## src/rtl/pipelined_lookup_mem.sv

```systemverilog
// rtl/pipelined_lookup_mem.sv - pipelined identity-initialised lookup memory with valid/ready handshakes
// Optional write port enabled by defining PIPE_MEM_WRITE_EN; otherwise an identity ROM.
module pipelined_lookup_mem #(
  parameter int ADDR_WIDTH = 16,
  parameter int DATA_WIDTH = 16,
  parameter int DEPTH      = 16,
  parameter int LATENCY    = 3
) (
  input  logic                  clk,
  input  logic                  reset,
  input  logic                  req_valid,
  output logic                  req_ready,
  input  logic                  req_write,
  input  logic [ADDR_WIDTH-1:0] addr,
  input  logic [DATA_WIDTH-1:0] wdata,
  output logic                  resp_valid,
  input  logic                  resp_ready,
  output logic [DATA_WIDTH-1:0] resp_data
);

  localparam int IDX_W = (DEPTH > 1) ? $clog2(DEPTH) : 1;

  logic [IDX_W-1:0]      idx;
  logic                  advance;
  logic                  accept;
  logic                  is_write;
  logic [DATA_WIDTH-1:0] rd_data;
  logic [LATENCY-1:0]    stage_valid;
  logic [DATA_WIDTH-1:0] stage_data [LATENCY];

  // Upper address bits only alias; they never select anything.
  logic [ADDR_WIDTH-1:0] unused_addr_bits;
  assign unused_addr_bits = addr;

  assign idx = addr[IDX_W-1:0];

`ifdef PIPE_MEM_WRITE_EN
  logic [DATA_WIDTH-1:0] mem [DEPTH];

  assign is_write = req_write;
  assign rd_data  = mem[idx];

  always_ff @(posedge clk or posedge reset) begin
    if (reset) begin
      for (int i = 0; i < DEPTH; i++) begin
        mem[i] <= DATA_WIDTH'(i);
      end
    end else if (accept && req_write) begin
      mem[idx] <= wdata;
    end
  end
`else
  logic [DATA_WIDTH:0] unused_write_bits;
  assign unused_write_bits = {req_write, wdata};

  assign is_write = 1'b0;
  assign rd_data  = DATA_WIDTH'(idx);
`endif

  // The whole pipeline freezes on a stalled output, so bubbles are preserved.
  assign resp_valid = stage_valid[LATENCY-1];
  assign resp_data  = stage_data[LATENCY-1];
  assign advance    = !resp_valid || resp_ready;
  assign req_ready  = advance;
  assign accept     = req_valid && advance;

  always_ff @(posedge clk or posedge reset) begin
    if (reset) begin
      stage_valid <= '0;
      for (int i = 0; i < LATENCY; i++) begin
        stage_data[i] <= '0;
      end
    end else if (advance) begin
      stage_valid[0] <= accept && !is_write;
      if (accept && !is_write) begin
        stage_data[0] <= rd_data;
      end
      // Invalid stages keep their previous data to avoid needless toggling.
      for (int n = 1; n < LATENCY; n++) begin
        stage_valid[n] <= stage_valid[n-1];
        if (stage_valid[n-1]) begin
          stage_data[n] <= stage_data[n-1];
        end
      end
    end
  end

endmodule

```

## config.mk

```make
export PLATFORM = sky130hd
export DESIGN_NAME = pipelined_lookup_mem
export DESIGN_NICKNAME = d
export VERILOG_FILES = /design/src/rtl/pipelined_lookup_mem.sv
export SDC_FILE = /design/constraint.sdc
export NUM_CORES = 1
export LEC_CHECK = 0
export CAP_MARGIN = 20
export CORE_ASPECT_RATIO = 1.2
export CORE_MARGIN = 4
export CORE_UTILIZATION = 30
export DETAILED_ROUTE_END_ITERATION = 7
export GPL_TIMING_DRIVEN = 0
export HOLD_SLACK_MARGIN = 0.1
export PLACE_DENSITY = 0.74
export REMOVE_ABC_BUFFERS = 1
export SLEW_MARGIN = 20
export SYNTH_ARGS = -nofsm -noshare
export SYNTH_HDL_FRONTEND = slang
export SYNTH_SLANG_ARGS = --single-unit
```

## constraint.sdc

```tcl
create_clock -name clk -period 1 [get_ports clk]
set_input_delay 0.15 -clock clk [delete_from_list [all_inputs] [get_ports clk]]
set_output_delay 0.15 -clock clk [all_outputs]
set_load 0.01 [all_outputs]
```

---- Word-level counts from Yosys, hierarchy flattened ----
Index checks and enable logic that the tools add are counted.
Widths: inputs -> output; s select.
storage, ports and cells
  flip-flop bits (word level) ............. 15
  bits in latches ......................... 0
  bits in writable memories ............... 0
  ROM bits ................................ 0
  input port bits ......................... 37
  output and inout bits ................... 18
  word-level logic and storage cells ...... 10
  memories kept ........................... 0
operators by class
  $add $sub $neg .......................... 0
  multipliers ............................. 0
  divide/modulo/power cells ............... 0
  $lt $le $gt $ge ......................... 0
  eq/ne operators ......................... 0
  shift operators ......................... 0
  mux-type cells .......................... 0
  bitwise operators ....................... 0
  reductions and logical operators ........ 6
operators with widths
  kind               number
  $reduce_and 2->1   3
  $logic_and 1x1->1  1
  $logic_not 1->1    1
  $logic_or 1x1->1   1

---- Depth between registers and ports, before layout ----
Gate-level depths: netlist of run 1.
  word-level depth ........................ 4
  depth in mapped cells ................... 4
  gate-level depth less buffers ........... 3

---- Worst setup path before layout of run 1 ----
Ideal clock, no wire load.
  path kind ............................... reg2reg
  start point ............................. register stage_valid[2]
  end point ............................... register stage_data[16] (netlist name)
  setup time .............................. 0.125 ns
  arrival ................................. 1.001 ns
  slack ................................... -0.126 ns
  stages on the path, launching flop included .. 5
  path buffers ............................ 1
  clock period less this slack ............ 1.126 ns
  cell sequence ........................... dfrtp_1 > nand2b_1 > buf_6 > nand2_4 > mux2_4
on the way
  longest elaborated chain between the ends .. 3
RTL lines
  item                             line  text
  start, declared                  28    logic [LATENCY-1:0] stage_valid;
  start signal, assigned by index  80    stage_valid[n] <= stage_valid[n-1];
  $logic_not 1->1                  63    assign advance = !resp_valid || resp_ready;
  $logic_or 1x1->1                 63
  net req_ready                    12    output logic req_ready,
  $reduce_and 2->1 (no line)       -
  end signal, assigned by index    82    stage_data[n] <= stage_data[n-1];
  end, declared                    29    logic [DATA_WIDTH-1:0] stage_data [LATENCY];
The timed path passes the listed nets, and every way through them passes these cells.
A chain may end at the register's enable or synchronous reset.

---- Worst setup path after layout of run 1 ----
  start point ............................. register stage_valid[2]
  end point ............................... register stage_data[19] (netlist name)
on the way
  longest elaborated chain between the ends .. 3
RTL lines
  item                        line
  $logic_not 1->1             63
  $logic_or 1x1->1            63
  $reduce_and 2->1 (no line)  -
No other way between the ends.

==> metrics.yaml, run 1 <==
global_route:
  grt_usage: 0.0680
  grt_pass1_wl_um: 1610
  grt_start_max_net_pins: 16
  grt_pass1_vias: 356
  grt_overflow: 0
  number_of_antenna_violations_at_the_first_check_in_global_routing: 0
clocking:
  cts.htree.levels: 1
  cts_buffers: 3
  cts.clk_slew.worst_paths_ps: 90
  clk_path_buf_depth: 2
  ctsHoldBuffers: 0
  cts_tree: "built"
  clk-insertion-delay-late_ps: 290
  cts-root-buf: "clkbuf_4"
  cts.sinks: 15
sta:
  maxSlewHeadroom: 0.640
  setup_viol: 14
  timing_worst_slew_pin_value_ps: 539
  final_clock_skew_ps: 7.55
  grt_setup_unrepaired: "true"
  clock.fmax_mhz: 894
  post-route-period-util: 1.12
  slew_violations: 0
  layout_setup_ws_ps: -118
  timing.setup.tns_ps: -1460
  final_hold_viol_count: 0
  finalWorstPathRequiredPeriod_ps: 1120
layout:
  mostFrequentLayoutCells: "15 x dfrtp_1, 12 x mux2_4, 12 x conb_1, 7 x clkdlybuf4s50_1"
  area_delta_synth_final_pct: 18.9
  layout.nets: 111
  final_common_cell: "dfrtp_1"
  fraction_of_final_layout_cells_sized_beyond_drive_strength_1: 0.438
  num_antenna_cells: 0
  post-route-util: 0.382
detailed_routing:
  route.final.wire_length_um: 1050
  post-route-drc-count: 0
  drtAntennaViolNets: 0
  routed_wire_length_per_instance_um: 10.1
  viasPerCell: 3.60
  drt_pre_antenna_iters: 2
  drtIter0Drc: 2
  dr_total_vias: 374
yosys:
  synth_top_family_by_area: "multiplexers"
  ys_seq_elements: 15
  synth.yosys.warnings: 0
  post_synth_inst_count: 55
  synthDominantCellAreaShare: 0.497
  syn_area_um2: 756
  simple_gate_area_share_of_the_yosys_netlist: 0.0579
  number_of_distinct_standard_cells_referenced_by_the_synthesized_netlist: 10
  synthesized_area_fraction_occupied_by_xor_and_xnor_cells: 0
  ys_seq_area_frac: 0.497
  fraction_of_the_mapped_netlist_area_in_compound_gates: 0.0132
  synthesis.area_per_instance_um2: 13.7
  synth-adder-area-share: 0
  synth_top_area_cell: "dfrtp_1"
  netlist_top_cells_area: "dfrtp_1 50%, mux2_4 24%, buf_4 16%"
  synth.area.mux_share: 0.238
power_and_ir_drop:
  ir_drop_v: 0.00103
  power_w: 0.00232
  p_leak_nw: 0.468
  power_density_nw_per_um2: 2580
min_path:
  holdCritPathClass: "in2async"
die:
  io_pins: 55
  design.die.area_um2: 3390
  die_x_um: 53.8
  core_area_um2: 2350
  floorplan.rows: 19
  initial_utilization: 0.321
  die_h_um: 63.0
worst_setup_path:
  setup.worst_path.end_class: "register"
  path_max_fanout: 5
  r2r-start: "stage_valid[2]"
  critPathLaunchType: "register"
  crit_type: "reg2reg"
  crit_path_start: "stage_valid[2]"
  arrival_time_reported_for_the_critical_path_endpoint_ps: 1290
  cp.required_ps: 1170
placement:
  dpl.hpwl_um: 766
  io_buffer_count: 13
  gp_routability_congestion: 0.670
  dp_worst_setup_slack_ps: -767
run:
  timing.max_cap.violations: 0
outcome:
  failed_checks: "negative setup slack"
  outcome: "finished with violations"
-- sequential cells by signal, indices dropped and copies added, names as in the netlist --
name / cells
resp_data: 4
stage_valid: 3
stage_data: 8
-- cell families after synthesis --
kind of cell / after synthesis
AOI/OAI and AO/OA: 2
buffers and inverters: 20
DFF: 15
muxes: 12
other: 1
and+or+nand+nor: 5
-- synthesized netlist by cell type, drive strengths merged --
cell type / instances
nand2: 4
conb: 1
nand2b: 1
o21ai: 2
mux2: 12
buf: 17
dfrtp: 15
inv: 3
-- area by class of cell --
cell class,instances,area [um^2]
repair buffers,20,160
well taps,31,38.8
clock buffers,4,26.3
multi-input cells,31,287
inverters,3,11.3
fillers,236,1460
flip-flops and latches,15,375
-- routing by layer --
metal  vias up  part of all wire  GRT usage
met5         -                 0          0
met4         0             0.018     0.0479
met3         2             0.099     0.0215
met2        19              0.44     0.0833
met1       170              0.45     0.0969
li1        183                 -          -
-- per-stage QoR --
step / cell area (um^2) / instances / hold slack (ps)
after global placement: 835 / 93 / 497
final: 898 / 104 / 202
after detailed placement: 835 / 93 / 501
after floorplan: 666 / 49 / 51.5
after global routing: 898 / 104 / 293
after CTS: 898 / 104 / 228
-- timing repair --
item | 4_1_cts | 5_1_grt
pin swaps | 0 | 0
gates resized for setup | 28 | 1
buffers inserted | 7 | 0
setup endpoints to repair | 20 | 16
-- where the power goes --
group          switching, W  internal, W  leakage [nW]  total, W
Sequential         0.000145     0.000855         0.176   0.00100
Combinational      0.000337     0.000632         0.277  0.000968
Clock              0.000193     0.000155        0.0150  0.000348
-- final timing paths --
kind,end,slack (ps),depth (start not counted)
max,stage_data[19],-120,4
min,resp_data[2],200,2
max reg2reg,stage_data[19],-120,4
min reg2reg,resp_data[0],510,1
max in group asynchronous,stage_data[33],430,2
min in group clk,stage_data[34],470,2
-- worst max-delay path, cell delays in order, from the launching register on --
cell	delay, ps
dfrtp_1	410
nand2b_4	90
buf_8	120
nand2_4	80
mux2_4	300
No activity file was read; power rests on OpenSTA's default activity.
==> run 2: changes to the inputs <==
==> constraint.sdc (replaced) <==
create_clock -name clk -period 1 [get_ports clk]
set_input_delay 0.15 -clock clk [delete_from_list [all_inputs] [get_ports clk]]
set_output_delay 0.15 -clock clk [all_outputs]
set_load 0.02 [all_outputs]
==> run 2 against run 1 <==
  * The run still ends with negative setup slack left
  * Final area decreased by 2.6%
  * Cell count decreased by 2.9%
  * Count of clock-buffer cells in the layout unchanged
  * Wire length decreased by 0.38%
  * Sequential power about the same
  * Maximum frequency decreased by 1.4%
  * Clock power about the same
  * Non-clock buffer count decreased by 3
  * Clock skew about the same
  * Combinational power increased by 4%
  * Worst setup slack got worse by 16 ps
  * Largest power group is now combinational cells
==> metrics.yaml, run 2 (synthesized netlist as in run 1, its figures left out) <==
detailed_routing:
  met3WireLength_um: 104  # unchanged
  drt_pre_antenna_iters: 2  # unchanged
  route.top_layer_used: "met4"
  dr_total_vias: 368  # -1.6%
  drtIter0Drc: 2  # unchanged
  routed_wire_length_per_instance_um: 10.3  # +2.6%
  drtAntennaViolNets: 0  # unchanged
  route.final.wire_length_um: 1040  # -0.38%
  post-route-drc-count: 0  # unchanged
  met1_length_um: 447  # -4.3%
  met2RoutedLength_um: 473  # +3.5%
  viasPerCell: 3.64  # +1.3%
min_path:
  holdCritPathClass: "in2async"
placement:
  io_buffer_count: 13  # unchanged
  gp_routability_congestion: 0.670  # unchanged
  placed_area_um2: 835  # unchanged
  dpl.hpwl_um: 766  # unchanged
die:
  die_x_um: 53.8  # unchanged
  die_h_um: 63.0  # unchanged
  io_pins: 55  # unchanged
  core_area_um2: 2350  # unchanged
  floorplan.rows: 19  # unchanged
  initial_utilization: 0.321  # unchanged
  design.die.area_um2: 3390  # unchanged
layout:
  area_delta_synth_final_pct: 15.7
  seqCellArea_um2: 375  # unchanged
  num-fill-cells: 236  # unchanged
  final_common_cell: "dfrtp_1"
  top_register: "stage_data"
  largest_reg_flops: 8  # unchanged
  post-route-util: 0.372  # -0.0101
  mostFrequentLayoutCells: "15 x dfrtp_1, 12 x mux2_4, 12 x conb_1, 7 x clkdlybuf4s50_1, 5 x buf_2"
  layout.nets: 108  # -2.7%
  stdcell_area_um2: 875  # -2.6%
  multi_input_comb_area_um2: 287  # unchanged
  num_antenna_cells: 0  # unchanged
  fraction_of_final_layout_cells_sized_beyond_drive_strength_1: 0.414  # -0.0241
outcome:
  failed_checks: "negative setup slack"
  outcome: "finished with violations"
sta:
  layout_setup_ws_ps: -134  # -15.6 ps
  maxSlewHeadroom: 0.641  # about the same
  finalWorstPathRequiredPeriod_ps: 1130  # +15.6 ps
  setup_viol: 14  # unchanged
  timing_worst_slew_pin_value_ps: 538  # -0.573 ps
  slew_violations: 0  # unchanged
  final_hold_viol_count: 0  # unchanged
  clock.fmax_mhz: 882  # -1.4%
  final_clock_skew_ps: 7.87  # +0.325 ps
  post-route-period-util: 1.13  # +0.0156
  timing.setup.tns_ps: -983  # +481 ps
  grt_setup_unrepaired: "true"
clocking:
  cts_tree: "built"
  clk_path_buf_depth: 2  # unchanged
  cts.sinks: 15  # unchanged
  cts.clk_slew.worst_paths_ps: 90  # about the same
  cts.htree.levels: 1  # unchanged
  cts-root-buf: "clkbuf_4"
  ctsHoldBuffers: 0  # unchanged
  clk-insertion-delay-late_ps: 290  # about the same
  cts_buffers: 3  # unchanged
run:
  timing.max_cap.violations: 0  # unchanged
power_and_ir_drop:
  power_density_nw_per_um2: 2700  # +4.9%
  p_leak_nw: 0.454  # -3.0%
  power_w: 0.00236  # +2.1%
  ir_drop_v: 0.00105  # +1.3%
worst_setup_path:
  cp_top_family: "flip-flops"
  setup.worst_path.end_class: "output port"
  crit_path_start: "stage_valid[2]"
  r2r-start: "stage_valid[2]"
  buffers_and_inverters_on_the_worst_path: 1  # unchanged
  timing.critical_path.slowest_stage_cell: "dfrtp_1"
  path_max_fanout: 5  # unchanged
  cp.required_ps: 850  # -320 ps
  arrival_time_reported_for_the_critical_path_endpoint_ps: 980  # -310 ps
  critical_path.cell_chain: "nand2b_4, buf_6"
  slowest_cell_delay_on_critical_path_ps: 420  # about the same
  critPathLaunchType: "register"
  regToRegSetupSlack_ps: -80  # +40 ps
  crit_type: "reg2out"
global_route:
  grt_pass1_vias: 355  # -0.28%
  grt_pass1_wl_um: 1550  # -3.8%
  grt_start_max_net_pins: 16  # unchanged
  grt_usage: 0.0657  # -0.00236
  grt_overflow: 0  # unchanged
  number_of_antenna_violations_at_the_first_check_in_global_routing: 0  # unchanged
run 2: where the power goes:
group	internal, W	switching, W
Sequential	0.000855	0.000150
Clock	0.000155	0.000193
Combinational	0.000584	0.000428
Total	0.00159	0.000771
run 2: cell type report:
class / instances / share of cell area
clock buffers: 4 / 0.0300
inverters: 3 / 0.0129
multi-input cells: 31 / 0.328
flip-flops and latches: 15 / 0.429
well taps: 31 / 0.0443
repair buffers: 17 / 0.156
run 2: worst paths after layout:
path                            cells past startpoint              to
worst max-delay path                                2       req_ready
worst min-delay path                                2    resp_data[2]
worst max register to register                      3  stage_data[33]
worst min register to register                      1    resp_data[0]
max in group asynchronous                           2  stage_data[33]
min in group clk                                    2  stage_data[34]
run 2: worst register-to-register path: stages, from the launching register on:
cell	delay, ps
dfrtp_1	420
nand2b_4	150
nand2_4	100
mux2_4	300
run 2: per-layer routing:
layer / up-vias / track usage
li1: 176 / -
met1: 171 / 0.0849
met2: 19 / 0.0879
met3: 2 / 0.0215
met4: 0 / 0.0479
met5: - / 0
run 2: timing repair:
action / 4_1_cts / 5_1_grt
pin swaps: 3 / 1
resized for setup: 28 / 0
setup buffers: 1 / 3
setup endpoints to repair: 20 / 17
run 2: through the flow:
step	setup slack, ps	hold WS, ps	instances
2_1_floorplan	-434	51.5	49
3_3_place_gp	-822	497	93
3_5_place_dp	-835	501	93
4_1_cts	-146	228	98
5_1_grt	-163	295	101
6_report	-134	201	101
==> run 3: changes to the inputs <==
--- a/config.mk
+++ b/config.mk
@@ -5,14 +5,16 @@
 export SDC_FILE = /design/constraint.sdc
 export NUM_CORES = 1
 export LEC_CHECK = 0
+export ABC_AREA = 1
 export CAP_MARGIN = 20
 export CORE_ASPECT_RATIO = 1.2
 export CORE_MARGIN = 4
-export CORE_UTILIZATION = 30
+export CORE_UTILIZATION = 29
 export DETAILED_ROUTE_END_ITERATION = 7
 export GPL_TIMING_DRIVEN = 0
 export HOLD_SLACK_MARGIN = 0.1
 export PLACE_DENSITY = 0.74
+export RECOVER_POWER = 50
 export REMOVE_ABC_BUFFERS = 1
 export SLEW_MARGIN = 20
 export SYNTH_ARGS = -nofsm -noshare
==> run 3 against run 2 <==
  * The run still ends with negative setup slack left
  * Maximum frequency up 7.0%
  * Largest power group is now registers
  * Clock skew shrank 5.2 ps
  * Register-to-register slack better by 70 ps
  * Sequential cell count did not move
  * Wire length increased by 13%
  * Worst hold slack better by 150 ps
  * Cell count increased by 26%
  * Synthesized cell count is 45% higher
  * Count of clock-buffer cells in the layout stayed put
  * Die area shrank 2.2%
  * Final area is 1.6% lower
==> metrics.yaml, run 3 <==
power_and_ir_drop:
  pwr-share-seq: 0.469  # +0.044
  p_switching_w: 0.000782  # +1.5%
  p_leak_nw: 0.468  # +3.1%
  power_density_nw_per_um2: 2480  # -8.3%
  cellInternalPower_w: 0.00135  # -15%
  ir_drop_v: 0.000847  # -19%
  comb_power_share: 0.375  # -0.053
  p_sw_frac: 0.367  # +0.0406
  power.clock.fraction: 0.157  # +0.010
sta:
  finalWorstPathRequiredPeriod_ps: 1060  # -74.3 ps
  grt_setup_unrepaired: "true"
  layout_setup_ws_ps: -59.4  # +74.3 ps
  timing_worst_slew_pin_value_ps: 549  # +10.8 ps
  final_hold_viol_count: 0  # unchanged
  clock.fmax_mhz: 944  # +7.0%
  maxSlewHeadroom: 0.633  # -0.00720
  final_clock_skew_ps: 2.70  # -5.17 ps
  slew_violations: 0  # unchanged
  timing.setup.tns_ps: -120  # +864 ps
  post-route-period-util: 1.06  # -0.0743
  timing.hold.ws_ps: 355  # +154 ps
  setup_viol: 6  # -8
worst_setup_path:
  crit_path_end: "req_ready"
  crit_path_start: "stage_valid[2]"
  cp.required_ps: 850  # about the same
  path_max_fanout: 3  # -2
  r2r_end: "stage_data[35]"
  critPathLaunchType: "register"
  crit_type: "reg2out"
  regToRegSetupSlack_ps: -10  # +70 ps
  arrival_time_reported_for_the_critical_path_endpoint_ps: 910  # -70 ps
  r2r-start: "stage_valid[2]"
  setup.worst_path.end_class: "output port"
  count_of_cells_along_the_worst_register_to_register_path: 5  # +2
detailed_routing:
  post-route-drc-count: 0  # unchanged
  drt_pre_antenna_iters: 4  # +2
  dr_total_vias: 510  # +39%
  drtIter0Drc: 8  # +6
  drtAntennaViolNets: 0  # unchanged
  routed_wire_length_per_instance_um: 9.31  # -9.9%
  route.final.wire_length_um: 1180  # +13%
  viasPerCell: 4.02  # +10%
yosys:
  synth.yosys.warnings: 0  # unchanged
  synth-adder-area-share: 0  # unchanged
  synth.top_cells.by_count: "29 x nand2_1, 16 x buf_4, 15 x dfrtp_1, 13 x nand3_1, 2 x inv_1"
  postSynth.asyncResetShare: 1.00  # unchanged
  synthesis.area_per_instance_um2: 8.90  # -35%
  synth_most_common_cell: "nand2_1"
  ys_seq_elements: 15  # unchanged
  synth.area.mux_share: 0  # -0.238
  synthesized_area_fraction_occupied_by_xor_and_xnor_cells: 0  # unchanged
  post_synth_inst_count: 80  # +45%
  ys_dominant_reg_cell: "dfrtp_1"
  synth_top_family_by_area: "simple AND/OR/NAND/NOR gates"
  fraction_of_the_mapped_netlist_area_in_compound_gates: 0.00703  # -0.00622
  syn_area_um2: 712  # -5.8%
  ys_seq_area_frac: 0.527  # +0.0306
  number_of_distinct_standard_cells_referenced_by_the_synthesized_netlist: 10  # unchanged
  netlist_top_cells_area: "dfrtp_1 53%, buf_4 17%, nand2_1 15%"
  simple_gate_area_share_of_the_yosys_netlist: 0.260  # +0.202
  synthDominantCellAreaShare: 0.527  # +0.0306
  synth_top_area_cell: "dfrtp_1"
  synth_enable_flop_cells: 0  # unchanged
die:
  floorplan.rows: 19  # unchanged
  io_pins: 55  # unchanged
  die_h_um: 62.3  # -1.1%
  initial_utilization: 0.306  # -0.0155
  core_area_um2: 2330  # -1.0%
  die_x_um: 53.2  # -1.1%
  design.die.area_um2: 3310  # -2.2%
layout:
  area_delta_synth_final_pct: 20.9
  final_cell_count_no_fill: 127  # +26%
  fraction_of_final_layout_cells_sized_beyond_drive_strength_1: 0.198  # -0.216
  layout.nets: 134  # +24%
  top_register: "stage_data"
  post-route-util: 0.369  # -0.00212
  mostFrequentLayoutCells: "26 x nand2_1, 15 x dfrtp_1, 13 x nand3_1, 12 x conb_1, 6 x clkdlybuf4s50_1"
  final_common_cell: "nand2_1"
  num_antenna_cells: 0  # unchanged
  stdcell_area_um2: 861  # -1.6%
  largest_reg_flops: 8  # unchanged
placement:
  gp_routability_congestion: 0.713  # +6.4%
  dpl.hpwl_um: 850  # +11%
  placed_cells_incl_taps: 118  # +27%
  placed_area_um2: 791  # -5.2%
  io_buffer_count: 13  # unchanged
outcome:
  failed_checks: "negative setup slack"
  outcome: "finished with violations"
clocking:
  clk-insertion-delay-late_ps: 280  # about the same
  cts.sinks: 15  # unchanged
  ctsHoldBuffers: 0  # unchanged
  cts_tree: "built"
  clk_path_buf_depth: 2  # unchanged
  cts_buffers: 3  # unchanged
  cts.htree.levels: 1  # unchanged
  cts-root-buf: "clkbuf_4"
  cts.clk_slew.worst_paths_ps: 80  # about the same
global_route:
  grt_start_max_net_pins: 18  # +2
  grt_overflow: 0  # unchanged
  grt_pass1_wl_um: 1790  # +15%
  grt_usage: 0.0713  # +0.00567
  grt_pass1_vias: 433  # +22%
  number_of_antenna_violations_at_the_first_check_in_global_routing: 0  # unchanged
run:
  timing.max_cap.violations: 0  # unchanged
min_path:
  holdCritPathClass: "in2async"
==> run 3: cell types whose count changed in the layout (fill, tap and decap cells not counted), moves of 2 or more <==
cell / previous run / this run
buf_2: 5 / 2
buf_6: 1 / 5
mux2_4: 12 / 0
nand2_1: 1 / 26
nand2_2: 0 / 3
nand2_4: 3 / 1
nand3_1: 0 / 13
o21ai_0: 2 / 0
==> run 3: stage by stage <==
stage	power (W)	worst slack (ps)
after global routing	0.00231	-92.3
after CTS	0.00199	-83.5
after global placement	0.00166	-603
final	0.00213	-59.4
after floorplan	0.00140	-40.9
after detailed placement	0.00170	-613
==> run 3: kinds of logic after synthesis <==
| group | Yosys count |
|---|---|
| AND/OR/NAND/NOR | 43 |
| AO/OA/AOI/OAI | 1 |
| buffers and inverters | 20 |
| flip-flops | 15 |
| other | 1 |
==> run 3: power groups by stage <==
| stage | clock network (W) | registers, W | logic, W |
|---|---|---|---|
| final | 0.000335 | 0.00100 | 0.000800 |
| after global routing | 0.000380 | 0.00103 | 0.000895 |
| after CTS | 0.000353 | 0.000989 | 0.000646 |
| after detailed placement | 0 | 0.00100 | 0.000700 |
| after global placement | 0 | 0.000985 | 0.000677 |
| after floorplan | 0 | 0.00107 | 0.000335 |
==> run 3: critical path: stages, from the launching register on <==
cell and delay, ps:
dfrtp_1 430, nand2_4 90, buf_6 110
==> run 3: repair_timing <==
item / CTS / global route
endpoints found under the setup margin: 11 / 20
pin swaps: 1 / 0
gates resized for setup: 27 / 10
cloned: 0 / 0
buffers inserted: 1 / 4
==> run 3: worst min-delay path by stage <==
stage                   startpoint             end  cells past startpoint
floorplan                    reset    resp_data[0]                      1
global placement      resp_data[0]    resp_data[0]                      2
detailed placement  stage_data[18]  stage_data[18]                      2
CTS                          reset    resp_data[2]                      2
global route                 reset    resp_data[0]                      2
finish                       reset    resp_data[0]                      2
==> run 3: routing by layer <==
layer	track usage	wire, um	up-vias
met3	0.0215	92	2
met1	0.0856	521	228
li1	-	-	261
met4	0.0383	19	0
met5	0	0	-
met2	0.110	549	19
==> run 3: area by class of cell <==
cell class / instances / area [um^2]
Timing Repair Buffer: 18 / 166
Sequential cell: 15 / 375
Fill cell: 268 / 1470
Tap cell: 31 / 38.8
Inverter: 3 / 11.3
Clock buffer: 4 / 26.3
Multi-Input combinational cell: 56 / 243
